==> src/rtl/fifo_wr_arbiter.sv <==
`default_nettype none
// ============================================================================
//  Module      : fifo_wr_arbiter
//  Description : Round-robin arbiter sharing one synchronous FIFO write port
//                among NUM_REQ valid/ready producers. One producer holds the
//                grant for a burst of up to MAX_BURST beats; the FIFO FULL
//                flag stalls the burst without releasing it.
//  Revision    : 1.0 - initial release
// ----------------------------------------------------------------------------
//  Ports
//    CLK           in   1                 clock, rising edge
//    RESETN        in   1                 asynchronous active-low reset
//    REQ_VALID     in   NUM_REQ           producer i offers a beat
//    REQ_DATA      in   NUM_REQ*length    producer i data at [i*length +: length]
//    REQ_LAST      in   NUM_REQ           producer i beat ends its packet
//    REQ_READY     out  NUM_REQ           producer i beat accepted (with valid)
//    FIFO_FULL     in   1                 FIFO full flag
//    FIFO_WR       out  1                 FIFO write strobe
//    FIFO_DATA_WR  out  length            FIFO write data
//    GRANT_VALID   out  1                 a producer holds the grant
//    GRANT_ID      out  ID_W              index of granted producer
//    BEAT_CNT      out  8                 beats accepted in current grant
// ============================================================================
module fifo_wr_arbiter #(
  parameter int length    = 16,
  parameter int NUM_REQ   = 4,
  parameter int ID_W      = 2,
  parameter int MAX_BURST = 4
) (
  input  logic                      CLK,
  input  logic                      RESETN,
  input  logic [NUM_REQ-1:0]        REQ_VALID,
  input  logic [NUM_REQ*length-1:0] REQ_DATA,
  input  logic [NUM_REQ-1:0]        REQ_LAST,
  output logic [NUM_REQ-1:0]        REQ_READY,
  input  logic                      FIFO_FULL,
  output logic                      FIFO_WR,
  output logic [length-1:0]         FIFO_DATA_WR,
  output logic                      GRANT_VALID,
  output logic [ID_W-1:0]           GRANT_ID,
  output logic [7:0]                BEAT_CNT
);

  // --------------------------------------------------------------------------
  // Constants
  // --------------------------------------------------------------------------
  localparam logic [0:0]      c_IDLE      = 1'b0;
  localparam logic [0:0]      c_GRANT     = 1'b1;
  localparam logic [7:0]      c_MAX_BURST = 8'(MAX_BURST);
  localparam logic [ID_W:0]   c_NUM_REQ   = (ID_W+1)'(NUM_REQ);
  localparam logic [ID_W-1:0] c_LAST_RST  = ID_W'(NUM_REQ - 1);

  // --------------------------------------------------------------------------
  // State and next-state
  // --------------------------------------------------------------------------
  logic [0:0]      state_q,    state_d;
  logic [ID_W-1:0] grant_id_q, grant_id_d;
  logic [ID_W-1:0] last_id_q,  last_id_d;
  logic [7:0]      beat_cnt_q, beat_cnt_d;

  // --------------------------------------------------------------------------
  // Combinational helpers
  // --------------------------------------------------------------------------
  logic              w_sel_valid;   // REQ_VALID of the granted producer
  logic              w_sel_last;    // REQ_LAST of the granted producer
  logic [length-1:0] w_sel_data;    // REQ_DATA slice of the granted producer
  logic              w_accept;      // a beat is written this cycle
  logic              w_any_valid;
  logic [ID_W-1:0]   w_pick;        // round-robin winner
  logic              w_found;
  logic [ID_W:0]     w_rr_sum;      // one extra bit so last_id+k cannot overflow

  // Mux the granted producer's signals. Indexed by registered grant_id only,
  // so the data path width does not depend on the arbitration search.
  always_comb begin
    w_sel_valid = 1'b0;
    w_sel_last  = 1'b0;
    w_sel_data  = '0;
    for (int i = 0; i < NUM_REQ; i++) begin
      if (grant_id_q == ID_W'(i)) begin
        w_sel_valid = REQ_VALID[i];
        w_sel_last  = REQ_LAST[i];
        w_sel_data  = REQ_DATA[i*length +: length];
      end
    end
  end

  assign w_any_valid = |REQ_VALID;

  // Write strobe never depends on anything but registered state, the granted
  // valid bit and FULL; the FIFO is therefore never written while full.
  assign w_accept = (state_q == c_GRANT) && w_sel_valid && !FIFO_FULL;

  // Round-robin search: offsets 1..NUM_REQ from last_id, wrapping modulo
  // NUM_REQ. Offset NUM_REQ revisits last_id itself, so a lone requester can
  // win again right after its own release.
  always_comb begin
    w_pick   = '0;
    w_found  = 1'b0;
    w_rr_sum = '0;
    for (int k = 1; k <= NUM_REQ; k++) begin
      w_rr_sum = {1'b0, last_id_q} + (ID_W+1)'(k);
      if (w_rr_sum >= c_NUM_REQ) begin
        w_rr_sum = w_rr_sum - c_NUM_REQ;
      end
      if (!w_found && REQ_VALID[w_rr_sum[ID_W-1:0]]) begin
        w_found = 1'b1;
        w_pick  = w_rr_sum[ID_W-1:0];
      end
    end
  end

  // --------------------------------------------------------------------------
  // State register
  // --------------------------------------------------------------------------
  always_ff @(posedge CLK or negedge RESETN) begin
    if (!RESETN) begin
      state_q    <= c_IDLE;
      grant_id_q <= '0;
      last_id_q  <= c_LAST_RST;
      beat_cnt_q <= '0;
    end else begin
      state_q    <= state_d;
      grant_id_q <= grant_id_d;
      last_id_q  <= last_id_d;
      beat_cnt_q <= beat_cnt_d;
    end
  end

  // --------------------------------------------------------------------------
  // Next-state logic
  // --------------------------------------------------------------------------
  always_comb begin
    state_d    = state_q;
    grant_id_d = grant_id_q;
    last_id_d  = last_id_q;
    beat_cnt_d = beat_cnt_q;

    case (state_q)
      c_IDLE: begin
        if (w_any_valid) begin
          state_d    = c_GRANT;
          grant_id_d = w_pick;
          beat_cnt_d = '0;
        end
      end

      c_GRANT: begin
        if (w_accept) begin
          beat_cnt_d = beat_cnt_q + 8'd1;
          // End of packet or burst budget exhausted.
          if (w_sel_last || (beat_cnt_q + 8'd1 == c_MAX_BURST)) begin
            state_d   = c_IDLE;
            last_id_d = grant_id_q;
          end
        end else if (!w_sel_valid && !FIFO_FULL) begin
          // Granted producer has nothing to offer while the FIFO could take
          // it: give the port up. A stall caused by FULL never releases.
          state_d   = c_IDLE;
          last_id_d = grant_id_q;
        end
      end

      default: begin
        state_d = c_IDLE;
      end
    endcase
  end

  // --------------------------------------------------------------------------
  // Output logic
  // --------------------------------------------------------------------------
  always_comb begin
    REQ_READY    = '0;
    FIFO_WR      = 1'b0;
    FIFO_DATA_WR = '0;
    GRANT_VALID  = (state_q == c_GRANT);
    GRANT_ID     = grant_id_q;
    BEAT_CNT     = beat_cnt_q;

    if (state_q == c_GRANT) begin
      // Ready is a function of FULL only; valid never feeds back into ready.
      for (int i = 0; i < NUM_REQ; i++) begin
        REQ_READY[i] = (grant_id_q == ID_W'(i)) && !FIFO_FULL;
      end
      FIFO_WR = w_accept;
      if (w_accept) begin
        FIFO_DATA_WR = w_sel_data;
      end
    end
  end

endmodule
`default_nettype wire

==> config.mk <==
export PLATFORM = sky130hd
export DESIGN_NAME = fifo_wr_arbiter
export DESIGN_NICKNAME = d
export VERILOG_FILES = /design/src/rtl/fifo_wr_arbiter.sv
export SDC_FILE = /design/constraint.sdc
export NUM_CORES = 1
export LEC_CHECK = 0
export BUFFER_PORTS_ARGS = -buffer_cell sky130_fd_sc_hd__buf_2
export CAP_MARGIN = 20
export CORE_ASPECT_RATIO = 0.75
export CORE_MARGIN = 3
export CORE_UTILIZATION = 40
export DETAILED_ROUTE_END_ITERATION = 8
export HOLD_SLACK_MARGIN = 0.12
export PLACE_DENSITY = 0.94
export SYNTH_ARGS = -nofsm -noshare
export SYNTH_HDL_FRONTEND = slang
export SYNTH_SLANG_ARGS = --single-unit
==> constraint.sdc <==
create_clock -name CLK -period 2.05 [get_ports CLK]
set_input_delay 0.205 -clock CLK [delete_from_list [all_inputs] [get_ports CLK]]
set_output_delay 0.205 -clock CLK [all_outputs]
set_load 0.05 [all_outputs]
-- Yosys cells after proc, flatten, opt, wreduce, memory -nomap -nowiden
Index checks and enable logic that the tools add are counted.
- flip-flop bits (word level): 13
- output and inout port bits: 32
- logic and storage cells: 97
- $add $sub $neg: 9
- $lt $le $gt $ge: 8
- equal/unequal tests: 7
- multiplexer cells: 46
- bitwise operators: 1
- reduce and logical (&&, ||, !) cells: 22
- operator list (cell ; count):
    $mux 16 ; 6
    $mux 2 ; 11
    $mux 1 ; 20
    $mux 8 ; 2
    $pmux 8 s2 ; 1
    $ge 3x3->1 const B ; 4
    $lt 2x3->1 const B ; 4
    $logic_and 1x1->1 ; 10
    $add 8x1->8 const B ; 1
    $bmux 1 s2 ; 4
    $eq 8x3->1 const B ; 1
    $sub 2x1->2 const B ; 4
    $add 2x2->3 const B ; 2
    $logic_not 1->1 ; 5
    $eq 2x2->1 const B ; 2
    $mux 4 ; 1
    $ne 2x1->1 const B ; 2
    $reduce_and 2->1 ; 2
    $reduce_or 4->1 ; 1
    $add 2x1->3 const B ; 1
    $add 2x3->3 const B ; 1
    $reduce_and 3->1 ; 1
    $eq 2x1->1 const B ; 1
    $logic_not 2->1 ; 1
    5 further kinds ; 5

-- Depth between registers and ports, before layout
Gate-level depths: netlist of the first run.
- word-level depth: 15
- depth in mapped cells: 7

-- Worst setup path after synthesis of the first run
OpenSTA, ideal clock, no wires.
- path kind: reg2out
- start point: reg grant_id_q[1] (netlist: GRANT_ID[1])
- end point: out REQ_READY[0]
- data arrival time: 2551 ps
- required time: 1845 ps
- slack: -706 ps
- stages on the path, launching flop included: 4
- cell sequence: dfrtp_1 > clkbuf_1 > clkbuf_1 > nor4_1
- word-level cells in the longest chain between the ends: 3
- RTL lines (element ; line ; source):
    start, declared ; 57 ; logic [ID_W-1:0] grant_id_q, grant_id_d;
    start signal, assigned ; 124 ; grant_id_q <= grant_id_d;
    $logic_not 2->1 ; 184 ; REQ_READY[i] = (grant_id_q == ID_W'(i)) && !FIFO_FULL;
    $logic_and 1x1->1 ; 184 ;
    $mux 4 ; 181 ; if (state_q == c_GRANT) begin
    end, declared ; 35 ; output logic [NUM_REQ-1:0] REQ_READY,
No other way between the ends.

-- Final worst setup path of the first run
- start point: reg grant_id_q[0] (netlist: GRANT_ID[0])
- end point: out FIFO_DATA_WR[13]
- word-level cells in the longest chain between the ends: 9
- elaborated cells on any way between the ends: 16
- classes of those cells: 3 x eq/ne; 10 x mux; 3 x reduce/logical
- RTL lines (element ; line ; source):
    $logic_not 2->1 ; 80 ; if (grant_id_q == ID_W'(i)) begin
    $mux 1 (4 in a row) ; 80 ;
    $logic_and 1x1->1 (2 in a row) ; 92 ; assign w_accept = (state_q == c_GRANT) && w_sel_valid && !FIFO_FULL;
    $mux 16 (*) ; 187 ; if (w_accept) begin
    $mux 16 (*) ; 181 ;
    end, declared ; 38 ; output logic [length-1:0] FIFO_DATA_WR,
Mark *: on every way between the ends. The rest lies on a longest branch, timed or not.

==> run_summary.xml, run 1 <==
<?xml version="1.0" encoding="UTF-8"?>
<metrics>
  <group name="pwr">
    <metric name="swShare" unit="%">49.7</metric>
    <metric name="power.share.combinational" unit="%">74.7</metric>
    <metric name="power_report.internal_total" unit="mW">1.39</metric>
    <metric name="power.sequential.fraction" unit="%">16.6</metric>
    <metric name="post-layout-total-power" unit="mW">2.77</metric>
    <metric name="leakagePower" unit="nW">1.14</metric>
    <metric name="p_switching" unit="mW">1.38</metric>
    <metric name="power_density" unit="mW/mm^2">1270</metric>
    <metric name="max-vdd-ir-drop" unit="uV">842</metric>
    <metric name="share_clk_of_total_power" unit="%">8.6</metric>
  </group>
  <group name="place">
    <metric name="dpl.hpwl" unit="um">3490</metric>
    <metric name="dp.cells" unit="">273</metric>
    <metric name="routability_cong" unit="">0.814</metric>
    <metric name="place_worst_setup_slack" unit="ns">0.0896</metric>
    <metric name="postPlaceCellArea" unit="sq mm">0.00194</metric>
    <metric name="port_buffers" unit="">106</metric>
  </group>
  <group name="floorplanning">
    <metric name="core" unit="sq mm">0.00306</metric>
    <metric name="width_of_the_die" unit="um">72.8</metric>
    <metric name="floorplan.die_area" unit="sq mm">0.00408</metric>
    <metric name="start_util" unit="%">43.7</metric>
    <metric name="placementRows" unit="">17</metric>
    <metric name="boundaryPins" unit="">107</metric>
    <metric name="die_y" unit="um">56.1</metric>
  </group>
  <group name="sta">
    <metric name="max_slew_margin" unit="%">70.3</metric>
    <metric name="setup_repair_after_global_routing_missed_its_margin" unit="">true</metric>
    <metric name="fin_hold_ws" unit="ns">0.318</metric>
    <metric name="finalClockSkew" unit="ns">0.00194</metric>
    <metric name="max_freq" unit="GHz">0.490</metric>
    <metric name="timing_hold_violations_final" unit="">0</metric>
    <metric name="maxSlewViolCount" unit="">0</metric>
    <metric name="timing.final.crit_share" unit="%">99.5</metric>
    <metric name="worst_pin_slew" unit="ns">0.442</metric>
    <metric name="fin_setup_tns" unit="ns">0</metric>
    <metric name="setup_viol" unit="">0</metric>
    <metric name="post-route-min-period" unit="ns">2.04</metric>
    <metric name="postLayoutSetupSlackWorst" unit="ns">0.0104</metric>
  </group>
  <group name="clocking">
    <metric name="clock_latency_late_sink" unit="ns">0.25</metric>
    <metric name="clock_path_buffers" unit="">2</metric>
    <metric name="cts_tree" unit="">yes</metric>
    <metric name="clkTransAtPathRegs" unit="ns">0.06</metric>
    <metric name="htree_num_levels" unit="">1</metric>
    <metric name="cts-buffers-inserted" unit="">3</metric>
    <metric name="clock_sinks" unit="">13</metric>
    <metric name="clock-root-buffer" unit="">sky130_fd_sc_hd__clkbuf_8</metric>
  </group>
  <group name="routing">
    <metric name="vias" unit="">1639</metric>
    <metric name="drcViolationCount" unit="">0</metric>
    <metric name="routedWlPerCell" unit="um">16.5</metric>
    <metric name="firstDrtPassIters" unit="">4</metric>
    <metric name="drt-vias-per-instance" unit="">5.71</metric>
    <metric name="drt-initial-drc-count" unit="">114</metric>
    <metric name="routed_wl" unit="um">4740</metric>
    <metric name="drtAntennaViolNets" unit="">0</metric>
  </group>
  <group name="cells_and_area">
    <metric name="multiInputGateArea" unit="sq mm">0.00102</metric>
    <metric name="layout_commonest_cell" unit="">sky130_fd_sc_hd__buf_2</metric>
    <metric name="filler_cell_count" unit="">231</metric>
    <metric name="areaGrowthSynthToFinish" unit="%">62.8</metric>
    <metric name="final_util" unit="%">71.2</metric>
    <metric name="antennaDiodeCount" unit="">0</metric>
    <metric name="layout-drive-gt1-share" unit="%">64.3</metric>
    <metric name="final_cell_area" unit="sq mm">0.00218</metric>
    <metric name="sequential_standard_cell_area" unit="sq um">333</metric>
    <metric name="instances_no_fill" unit="">287</metric>
    <metric name="nets" unit="">327</metric>
    <metric name="final_cell_mix" unit="">sky130_fd_sc_hd__buf_2, sky130_fd_sc_hd__mux4_2, sky130_fd_sc_hd__and3_1</metric>
  </group>
  <group name="setup_path">
    <metric name="crit_path_cell_trace" unit="">buf_4 &gt; clkbuf_16 &gt; mux4_2 &gt; and3_1 &gt; buf_4</metric>
    <metric name="reg2reg_slack" unit="ns">0.03</metric>
    <metric name="crit_path_top_delay_cell" unit="">sky130_fd_sc_hd__mux4_2</metric>
    <metric name="crit_fanout" unit="">5</metric>
    <metric name="top_delay_family_on_crit_path" unit="">buffers and inverters</metric>
    <metric name="critPathArrivalTime" unit="ns">1.83</metric>
    <metric name="max_stage_delay" unit="ns">0.47</metric>
    <metric name="critPathLaunchType" unit="">flip-flop</metric>
    <metric name="worst_r2r_startpoint" unit="">GRANT_ID[0]</metric>
    <metric name="end_kind" unit="">primary output</metric>
    <metric name="path_common_cell" unit="">sky130_fd_sc_hd__buf_4</metric>
    <metric name="start_point_of_the_critical_path" unit="">GRANT_ID[0]</metric>
    <metric name="critPathRequiredTime" unit="ns">1.85</metric>
    <metric name="worst-setup-path-type" unit="">reg -&gt; out</metric>
    <metric name="crit_buf_inv" unit="">3</metric>
  </group>
  <group name="min_path">
    <metric name="hold_path.startpoint" unit="">REQ_VALID[3]</metric>
    <metric name="hp-class" unit="">in -&gt; reg</metric>
  </group>
  <group name="logic_synthesis">
    <metric name="synth.area.top_cells" unit="">sky130_fd_sc_hd__mux4_2, sky130_fd_sc_hd__dfrtp_1, sky130_fd_sc_hd__and3_1</metric>
    <metric name="post_synthesis_register_bit_count" unit="">13</metric>
    <metric name="post-synth-top-area-cell" unit="">sky130_fd_sc_hd__mux4_2</metric>
    <metric name="synth.top_cell.area_share" unit="%">30.3</metric>
    <metric name="yosysSeqAreaShare" unit="%">24.5</metric>
    <metric name="number_of_nets_in_the_synthesized_netlist" unit="">209</metric>
    <metric name="netlist_area_before_placement" unit="sq mm">0.00134</metric>
    <metric name="syn_inst" unit="">132</metric>
    <metric name="post_synth.cell_area_avg" unit="sq um">10.1</metric>
    <metric name="synth-warning-count" unit="">0</metric>
    <metric name="synth.lib_cells_used.distinct" unit="">37</metric>
  </group>
  <group name="grt">
    <metric name="grt_antenna_before_repair" unit="">0</metric>
    <metric name="grt_first_pass_wirelength" unit="um">7120</metric>
    <metric name="grt_start_max_net_pins" unit="">15</metric>
    <metric name="number_of_global_route_vias_before_repair" unit="">1609</metric>
    <metric name="gr-total-overflow" unit="">0</metric>
    <metric name="globalRouteTotalUtil" unit="%">22.1</metric>
  </group>
  <group name="status">
    <metric name="outcome" unit="">complete, no violations</metric>
  </group>
  <group name="job">
    <metric name="drv.max_cap_violation_count" unit="">0</metric>
  </group>
</metrics>
## cell usage after synthesis (all sizes together)
master / instances
o21ai: 10
nor2: 11
xnor2: 1
mux2i: 1
dfstp: 2
a21boi: 1
o31ai: 4
dfrtp: 11
a31oi: 2
a32oi: 1
nand2b: 1
nand3: 2
or4: 1
nor4bb: 1
buf: 3
nand2: 14
and2b: 3
clkbuf: 6
a21oi: 4
ha: 2
o22ai: 1
o41ai: 1
and3: 19
mux2: 2
a22o: 1
o21a: 1
nor3: 1
nor4: 2
inv: 4
mux4: 18
xor2: 1
## power groups by stage
stage,Combinational [mW],Sequential [mW],Clock (mW)
CTS,1.82,0.463,0.239
global placement,1.72,0.460,0
finish,2.07,0.460,0.239
floorplan,1.26,0.559,0
global route,2.19,0.474,0.258
detailed placement,1.75,0.466,0
## timing repair
item / CTS / global route
buffers inserted: 1 / 5
cloned: 1 / 2
resized for setup: 3 / 30
hold buffers: 1 / 0
endpoints found under the hold margin: 11 / 0
setup endpoints to repair: 17 / 16
## logic make-up (layout without fill, tap and decap cells)
logic type	count (synthesis)	count (layout)	share of synthesized area, %
AND/OR/NAND/NOR	55	55	22.7
AO/OA/AOI/OAI	26	26	12.5
multiplexers	21	23	32.7
flip-flops	13	13	24.5
buffers and inverters	13	128	4.39
adder cells (fa/ha/maj)	2	2	1.87
XOR/XNOR	2	2	1.31
## cell type report
class                           count  area share (%)
Clock buffer                        4            2.07
Tap cell                           38            2.18
Inverter                            4           0.689
Timing Repair Buffer              120            33.1
Sequential cell                    13            15.3
Multi-Input combinational cell    108            46.7
## worst reg2reg max path: stages, from the launching register on
cell and delay (ns):
sky130_fd_sc_hd__dfrtp_2 0.42, sky130_fd_sc_hd__buf_4 0.17, sky130_fd_sc_hd__buf_4 0.11, sky130_fd_sc_hd__mux4_2 0.47
sky130_fd_sc_hd__nand2b_1 0.17, sky130_fd_sc_hd__a32oi_2 0.24, sky130_fd_sc_hd__mux2_2 0.37
## registers in the layout (all words and copies together), names as in the netlist
name	flops
GRANT_VALID	1
last_id_q	2
BEAT_CNT	8
GRANT_ID	2
## metal layers
| layer | vias up | global-route usage, % | wire (um) |
|---|---|---|---|
| met1 | 772 | 27.2 | 1840 |
| met2 | 100 | 38.0 | 2410 |
| met5 | - | 0 | 0 |
| li1 | 756 | - | - |
| met4 | 0 | 6.32 | 75 |
| met3 | 11 | 5.42 | 421 |
## path summary, 6_finish.rpt
path | to | depth (start not counted)
worst min register to register | BEAT_CNT[7] | 1
min in group asynchronous | BEAT_CNT[7] | 2
worst max register to register | last_id_q[0] | 6
worst max-delay path | FIFO_DATA_WR[13] | 5
max in group asynchronous | last_id_q[1] | 2
worst min-delay path | GRANT_ID[1] | 3
No activity file was read; power rests on OpenSTA's default activity.
==> inputs of run 2 (changes only) <==
Settings changed: CORE_MARGIN 3 to not set.
Clock period 2.05 ns to 2.2 ns, I/O delays scaled along.
==> run 2 against run 1 <==
Net effect:
- non-clock buffer count decreased by 7
- clock power shrank 8%
- wire length down 5.6%
==> run_summary.xml, run 2 (synthesis results as in run 1) <==
<?xml version="1.0" encoding="UTF-8"?>
<metrics>
  <group name="status">
    <metric name="outcome" unit="">complete, no violations</metric>
  </group>
  <group name="routing">
    <metric name="drcViolationCount" unit="">0</metric>
    <metric name="firstDrtPassIters" unit="">4</metric>
    <metric name="vias" unit="">1597</metric>
    <metric name="drt-vias-per-instance" unit="">5.72</metric>
    <metric name="routed_wl" unit="um">4480</metric>
    <metric name="drt-initial-drc-count" unit="">142</metric>
    <metric name="routedWlPerCell" unit="um">16.1</metric>
    <metric name="drtAntennaViolNets" unit="">0</metric>
  </group>
  <group name="setup_path">
    <metric name="critPathArrivalTime" unit="ns">1.89</metric>
    <metric name="worst-setup-path-type" unit="">reg -&gt; out</metric>
    <metric name="end_kind" unit="">primary output</metric>
    <metric name="crit_path_top_delay_cell" unit="">sky130_fd_sc_hd__dfrtp_1</metric>
    <metric name="top_delay_family_on_crit_path" unit="">flip-flops</metric>
    <metric name="crit_buf_inv" unit="">2</metric>
    <metric name="crit_fanout" unit="">17</metric>
    <metric name="critPathRequiredTime" unit="ns">1.98</metric>
    <metric name="crit_path_cell_trace" unit="">buf_4 &gt; mux4_2 &gt; and3_1 &gt; buf_2</metric>
    <metric name="max_stage_delay" unit="ns">0.58</metric>
    <metric name="critPathLaunchType" unit="">flip-flop</metric>
  </group>
  <group name="clocking">
    <metric name="cts_tree" unit="">yes</metric>
    <metric name="clock_sinks" unit="">13</metric>
    <metric name="cts_repair_resized_insts" unit="">0</metric>
    <metric name="cts-buffers-inserted" unit="">3</metric>
    <metric name="clock-root-buffer" unit="">sky130_fd_sc_hd__clkbuf_8</metric>
    <metric name="clkTransAtPathRegs" unit="ns">0.05</metric>
    <metric name="htree_num_levels" unit="">1</metric>
    <metric name="clock_latency_late_sink" unit="ns">0.25</metric>
    <metric name="clock_path_buffers" unit="">2</metric>
  </group>
  <group name="sta">
    <metric name="setup_viol" unit="">0</metric>
    <metric name="worst_pin_slew" unit="ns">0.402</metric>
    <metric name="timing_hold_violations_final" unit="">0</metric>
    <metric name="post-route-min-period" unit="ns">2.11</metric>
    <metric name="max_slew_margin" unit="%">73.0</metric>
    <metric name="max_freq" unit="GHz">0.473</metric>
    <metric name="maxSlewViolCount" unit="">0</metric>
    <metric name="fin_setup_tns" unit="ns">0</metric>
    <metric name="fin_hold_ws" unit="ns">0.321</metric>
    <metric name="setup_repair_after_global_routing_missed_its_margin" unit="">false</metric>
    <metric name="timing.final.crit_share" unit="%">96.1</metric>
    <metric name="finalClockSkew" unit="ns">0.00223</metric>
  </group>
  <group name="grt">
    <metric name="grt_start_max_net_pins" unit="">18</metric>
    <metric name="grt_first_pass_wirelength" unit="um">6970</metric>
    <metric name="number_of_global_route_vias_before_repair" unit="">1516</metric>
    <metric name="grt_antenna_before_repair" unit="">0</metric>
    <metric name="gr-total-overflow" unit="">0</metric>
    <metric name="globalRouteTotalUtil" unit="%">27.3</metric>
  </group>
  <group name="floorplanning">
    <metric name="placementRows" unit="">17</metric>
    <metric name="core" unit="sq mm">0.00306</metric>
    <metric name="floorplan.die_area" unit="sq mm">0.00358</metric>
    <metric name="die_y" unit="um">52.1</metric>
    <metric name="start_util" unit="%">43.7</metric>
    <metric name="width_of_the_die" unit="um">68.8</metric>
    <metric name="boundaryPins" unit="">107</metric>
  </group>
  <group name="cells_and_area">
    <metric name="largest_reg_flops" unit="">8</metric>
    <metric name="filler_cell_count" unit="">260</metric>
    <metric name="instances_no_fill" unit="">279</metric>
    <metric name="final_util" unit="%">65.8</metric>
    <metric name="antennaDiodeCount" unit="">0</metric>
    <metric name="layout-drive-gt1-share" unit="%">60.2</metric>
    <metric name="nets" unit="">319</metric>
    <metric name="areaGrowthSynthToFinish" unit="%">50.6</metric>
    <metric name="final_cell_area" unit="sq mm">0.00202</metric>
    <metric name="layout_commonest_cell" unit="">sky130_fd_sc_hd__buf_2</metric>
    <metric name="final_cell_mix" unit="">sky130_fd_sc_hd__buf_2, sky130_fd_sc_hd__and3_1, sky130_fd_sc_hd__mux4_2</metric>
  </group>
  <group name="place">
    <metric name="dp.cells" unit="">271</metric>
    <metric name="routability_cong" unit="">0.856</metric>
    <metric name="port_buffers" unit="">106</metric>
    <metric name="postPlaceCellArea" unit="sq mm">0.00192</metric>
    <metric name="dpl.hpwl" unit="um">3420</metric>
  </group>
  <group name="pwr">
    <metric name="power_density" unit="mW/mm^2">1140</metric>
    <metric name="leakagePower" unit="nW">1.09</metric>
    <metric name="max-vdd-ir-drop" unit="uV">591</metric>
  </group>
  <group name="min_path">
    <metric name="hp-class" unit="">in -&gt; reg</metric>
  </group>
  <group name="job">
    <metric name="drv.max_cap_violation_count" unit="">0</metric>
  </group>
</metrics>
run 2: cell count changes in the layout (fill, tap and decap cells not counted), moves of 2 or more:
cell | previous run | this run
sky130_fd_sc_hd__buf_2 | 97 | 106
sky130_fd_sc_hd__buf_4 | 13 | 6
sky130_fd_sc_hd__buf_6 | 6 | 0
sky130_fd_sc_hd__dfrtp_1 | 7 | 10
sky130_fd_sc_hd__dfrtp_2 | 4 | 1
sky130_fd_sc_hd__mux4_2 | 20 | 18
sky130_fd_sc_hd__nor2_1 | 8 | 10
sky130_fd_sc_hd__nor2_2 | 2 | 0
run 2: through the flow:
stage               total power [mW]  setup slack [ns]
floorplan                       1.68            0.0274
global placement                2.00             0.244
detailed placement              2.03             0.157
CTS                             2.29           -0.0109
global route                    2.44           0.00336
finish                          2.30            0.0860
run 2: final cells by class:
class	instances	area (sq um)	share of cell area (%)
clock buffers	4	45.0	2.23
multi-input cells	107	993	49.3
inverters	4	15.0	0.745
flip-flops and latches	13	329	16.3
repair buffers	113	586	29.1
well taps	38	47.5	2.36
run 2: what timing repair did:
action,4_1_cts,5_1_grt
gates cloned,1,0
endpoints found under the hold margin,11,0
setup buffers,0,2
hold buffers,1,0
endpoints found under the setup margin,1,16
run 2: worst register-to-register path, stage by stage, from the launching register on:
cell and delay, ns:
sky130_fd_sc_hd__dfrtp_2 0.44, sky130_fd_sc_hd__buf_4 0.17, sky130_fd_sc_hd__mux4_2 0.50, sky130_fd_sc_hd__nand2b_1 0.18, sky130_fd_sc_hd__a32oi_2 0.26, sky130_fd_sc_hd__mux2_2 0.37
run 2: power by group:
| part | switching, mW | total (mW) | leakage [nW] | internal (mW) |
|---|---|---|---|---|
| clock network | 0.0920 | 0.220 | 0.0228 | 0.128 |
| logic | 0.993 | 1.65 | 0.905 | 0.656 |
| registers | 0.120 | 0.434 | 0.164 | 0.314 |
| total | 1.21 | 2.30 | 1.09 | 1.10 |
run 2: path summary, 6_finish.rpt:
| check | startpoint | to | slack, ns | depth (start not counted) |
|---|---|---|---|---|
| max | GRANT_ID[1] | FIFO_DATA_WR[1] | 0.09 | 4 |
| min | REQ_VALID[3] | GRANT_ID[1] | 0.32 | 3 |
| max reg2reg | GRANT_ID[0] | last_id_q[0] | 0.22 | 5 |
| min reg2reg | BEAT_CNT[7] | BEAT_CNT[7] | 0.55 | 1 |
| max in group asynchronous | RESETN | last_id_q[1] | 1.52 | 2 |
| min in group asynchronous | RESETN | BEAT_CNT[3] | 0.40 | 2 |
run 2: routing by layer:
layer  GRT usage, %  wire, um
met5              0         0
met4           10.5       104
met3           6.14       407
met2           46.7      2120
met1           33.1      1850
==> inputs of run 3 (changes only) <==
Settings changed: REMOVE_ABC_BUFFERS set to 1.
==> run 3 against run 2 <==
Net effect:
- register-to-register slack improved by 0.10 ns
- via count shrank 3.6%
- first-iteration DRC count down 64%
- largest power group unchanged
==> run_summary.xml, run 3 (synthesis results as in run 1) <==
<?xml version="1.0" encoding="UTF-8"?>
<metrics>
  <group name="pwr">
    <metric name="power_density" unit="mW/mm^2">1140</metric>
    <metric name="max-vdd-ir-drop" unit="uV">677</metric>
    <metric name="leakagePower" unit="nW">1.09</metric>
    <metric name="post-layout-total-power" unit="mW">2.27</metric>
  </group>
  <group name="routing">
    <metric name="drt-initial-drc-count" unit="">51</metric>
    <metric name="routed_wl" unit="um">4180</metric>
    <metric name="drcViolationCount" unit="">0</metric>
    <metric name="routedWlPerCell" unit="um">15.1</metric>
    <metric name="firstDrtPassIters" unit="">4</metric>
    <metric name="vias" unit="">1540</metric>
    <metric name="drt-vias-per-instance" unit="">5.54</metric>
    <metric name="drtAntennaViolNets" unit="">0</metric>
  </group>
  <group name="grt">
    <metric name="number_of_global_route_vias_before_repair" unit="">1485</metric>
    <metric name="globalRouteTotalUtil" unit="%">25.0</metric>
    <metric name="grt_first_pass_wirelength" unit="um">6530</metric>
    <metric name="grt_start_max_net_pins" unit="">23</metric>
    <metric name="gr-total-overflow" unit="">0</metric>
    <metric name="grt_antenna_before_repair" unit="">0</metric>
  </group>
  <group name="clocking">
    <metric name="cts_tree" unit="">yes</metric>
    <metric name="clock-root-buffer" unit="">sky130_fd_sc_hd__clkbuf_8</metric>
    <metric name="clock_path_buffers" unit="">2</metric>
    <metric name="clock_sinks" unit="">13</metric>
    <metric name="cts-buffers-inserted" unit="">3</metric>
    <metric name="htree_num_levels" unit="">1</metric>
    <metric name="clkTransAtPathRegs" unit="ns">0.05</metric>
    <metric name="clock_latency_late_sink" unit="ns">0.24</metric>
  </group>
  <group name="setup_path">
    <metric name="critPathRequiredTime" unit="ns">1.98</metric>
    <metric name="critPathLaunchType" unit="">flip-flop</metric>
    <metric name="end_kind" unit="">primary output</metric>
    <metric name="critPathArrivalTime" unit="ns">1.87</metric>
    <metric name="crit_fanout" unit="">16</metric>
    <metric name="worst-setup-path-type" unit="">reg -&gt; out</metric>
  </group>
  <group name="place">
    <metric name="port_buffers" unit="">106</metric>
    <metric name="place_worst_setup_slack" unit="ns">0.220</metric>
    <metric name="routability_cong" unit="">0.860</metric>
    <metric name="dpl.hpwl" unit="um">3320</metric>
    <metric name="dp.cells" unit="">272</metric>
  </group>
  <group name="status">
    <metric name="outcome" unit="">complete, no violations</metric>
  </group>
  <group name="sta">
    <metric name="setup_repair_after_global_routing_missed_its_margin" unit="">false</metric>
    <metric name="max_freq" unit="GHz">0.479</metric>
    <metric name="postLayoutSetupSlackWorst" unit="ns">0.113</metric>
    <metric name="timing.final.crit_share" unit="%">94.9</metric>
    <metric name="timing_hold_violations_final" unit="">0</metric>
    <metric name="worst_pin_slew" unit="ns">0.408</metric>
    <metric name="maxSlewViolCount" unit="">0</metric>
    <metric name="post-route-min-period" unit="ns">2.09</metric>
    <metric name="max_slew_margin" unit="%">72.6</metric>
    <metric name="finalClockSkew" unit="ns">0.00344</metric>
    <metric name="setup_viol" unit="">0</metric>
  </group>
  <group name="cells_and_area">
    <metric name="final_util" unit="%">65.2</metric>
    <metric name="largest_reg_flops" unit="">8</metric>
    <metric name="antennaDiodeCount" unit="">0</metric>
    <metric name="areaGrowthSynthToFinish" unit="%">49.3</metric>
    <metric name="final_cell_mix" unit="">sky130_fd_sc_hd__buf_2, sky130_fd_sc_hd__and3_1, sky130_fd_sc_hd__mux4_2</metric>
    <metric name="instances_no_fill" unit="">278</metric>
    <metric name="layout-drive-gt1-share" unit="%">59.6</metric>
    <metric name="nets" unit="">318</metric>
    <metric name="layout_commonest_cell" unit="">sky130_fd_sc_hd__buf_2</metric>
  </group>
  <group name="floorplanning">
    <metric name="start_util" unit="%">43.7</metric>
    <metric name="die_y" unit="um">52.1</metric>
    <metric name="placementRows" unit="">17</metric>
    <metric name="core" unit="sq mm">0.00306</metric>
    <metric name="boundaryPins" unit="">107</metric>
    <metric name="floorplan.die_area" unit="sq mm">0.00358</metric>
    <metric name="width_of_the_die" unit="um">68.8</metric>
  </group>
  <group name="job">
    <metric name="drv.max_cap_violation_count" unit="">0</metric>
  </group>
  <group name="min_path">
    <metric name="hp-class" unit="">in -&gt; reg</metric>
  </group>
</metrics>
## run 3: per-layer routing
layer | wire [um] | track usage [%]
met5 | 0 | 0
met2 | 2190 | 46.4
met4 | 42 | 5.10
met1 | 1660 | 30.1
met3 | 295 | 4.39
## run 3: worst max-delay path, stage by stage, from the launching register on
cell,delay (ns)
sky130_fd_sc_hd__dfrtp_1,0.47
sky130_fd_sc_hd__mux4_2,0.63
sky130_fd_sc_hd__buf_12,0.18
sky130_fd_sc_hd__and3_1,0.14
sky130_fd_sc_hd__buf_2,0.21
## run 3: timing repair
item | in CTS | in global routing
setup buffers | 0 | 1
setup endpoints to repair | 16 | 17
gates cloned | 0 | 0
hold endpoints to repair | 11 | 0
resized for setup | 1 | 2
pin swaps | 0 | 0
hold buffers | 1 | 0
## run 3: where the power goes
part	switching, mW	internal [mW]	total (mW)	leakage, nW
registers	0.0802	0.313	0.393	0.165
clock network	0.0801	0.128	0.208	0.0228
logic	0.999	0.675	1.67	0.904
## run 3: layout make-up
type,count,area [sq um]
clock buffers,4,45.0
fillers,269,1060
inverters,4,15.0
multi-input cells,106,952
flip-flops and latches,13,328
well taps,38,47.5
repair buffers,113,611
## run 3: final timing paths
path	slack, ns	startpoint	end	cells after the start
setup / recovery	0.11	GRANT_ID[0]	FIFO_DATA_WR[0]	4
hold / removal	0.33	REQ_VALID[2]	GRANT_ID[1]	3
setup reg to reg	0.32	BEAT_CNT[0]	last_id_q[0]	5
hold reg to reg	0.52	BEAT_CNT[7]	BEAT_CNT[7]	1
max in group asynchronous	1.51	RESETN	last_id_q[0]	2
min in group asynchronous	0.41	RESETN	GRANT_ID[1]	2
## run 3: per-stage QoR
step           hold WS, ns  area (sq um)  TNS (ns)
4_1_cts              0.320          1970         0
5_1_grt              0.330          2000         0
3_3_place_gp         0.121          1910         0
2_1_floorplan      -0.0756          1290    -13.94
3_5_place_dp         0.128          1910         0
6_report             0.325          2000         0
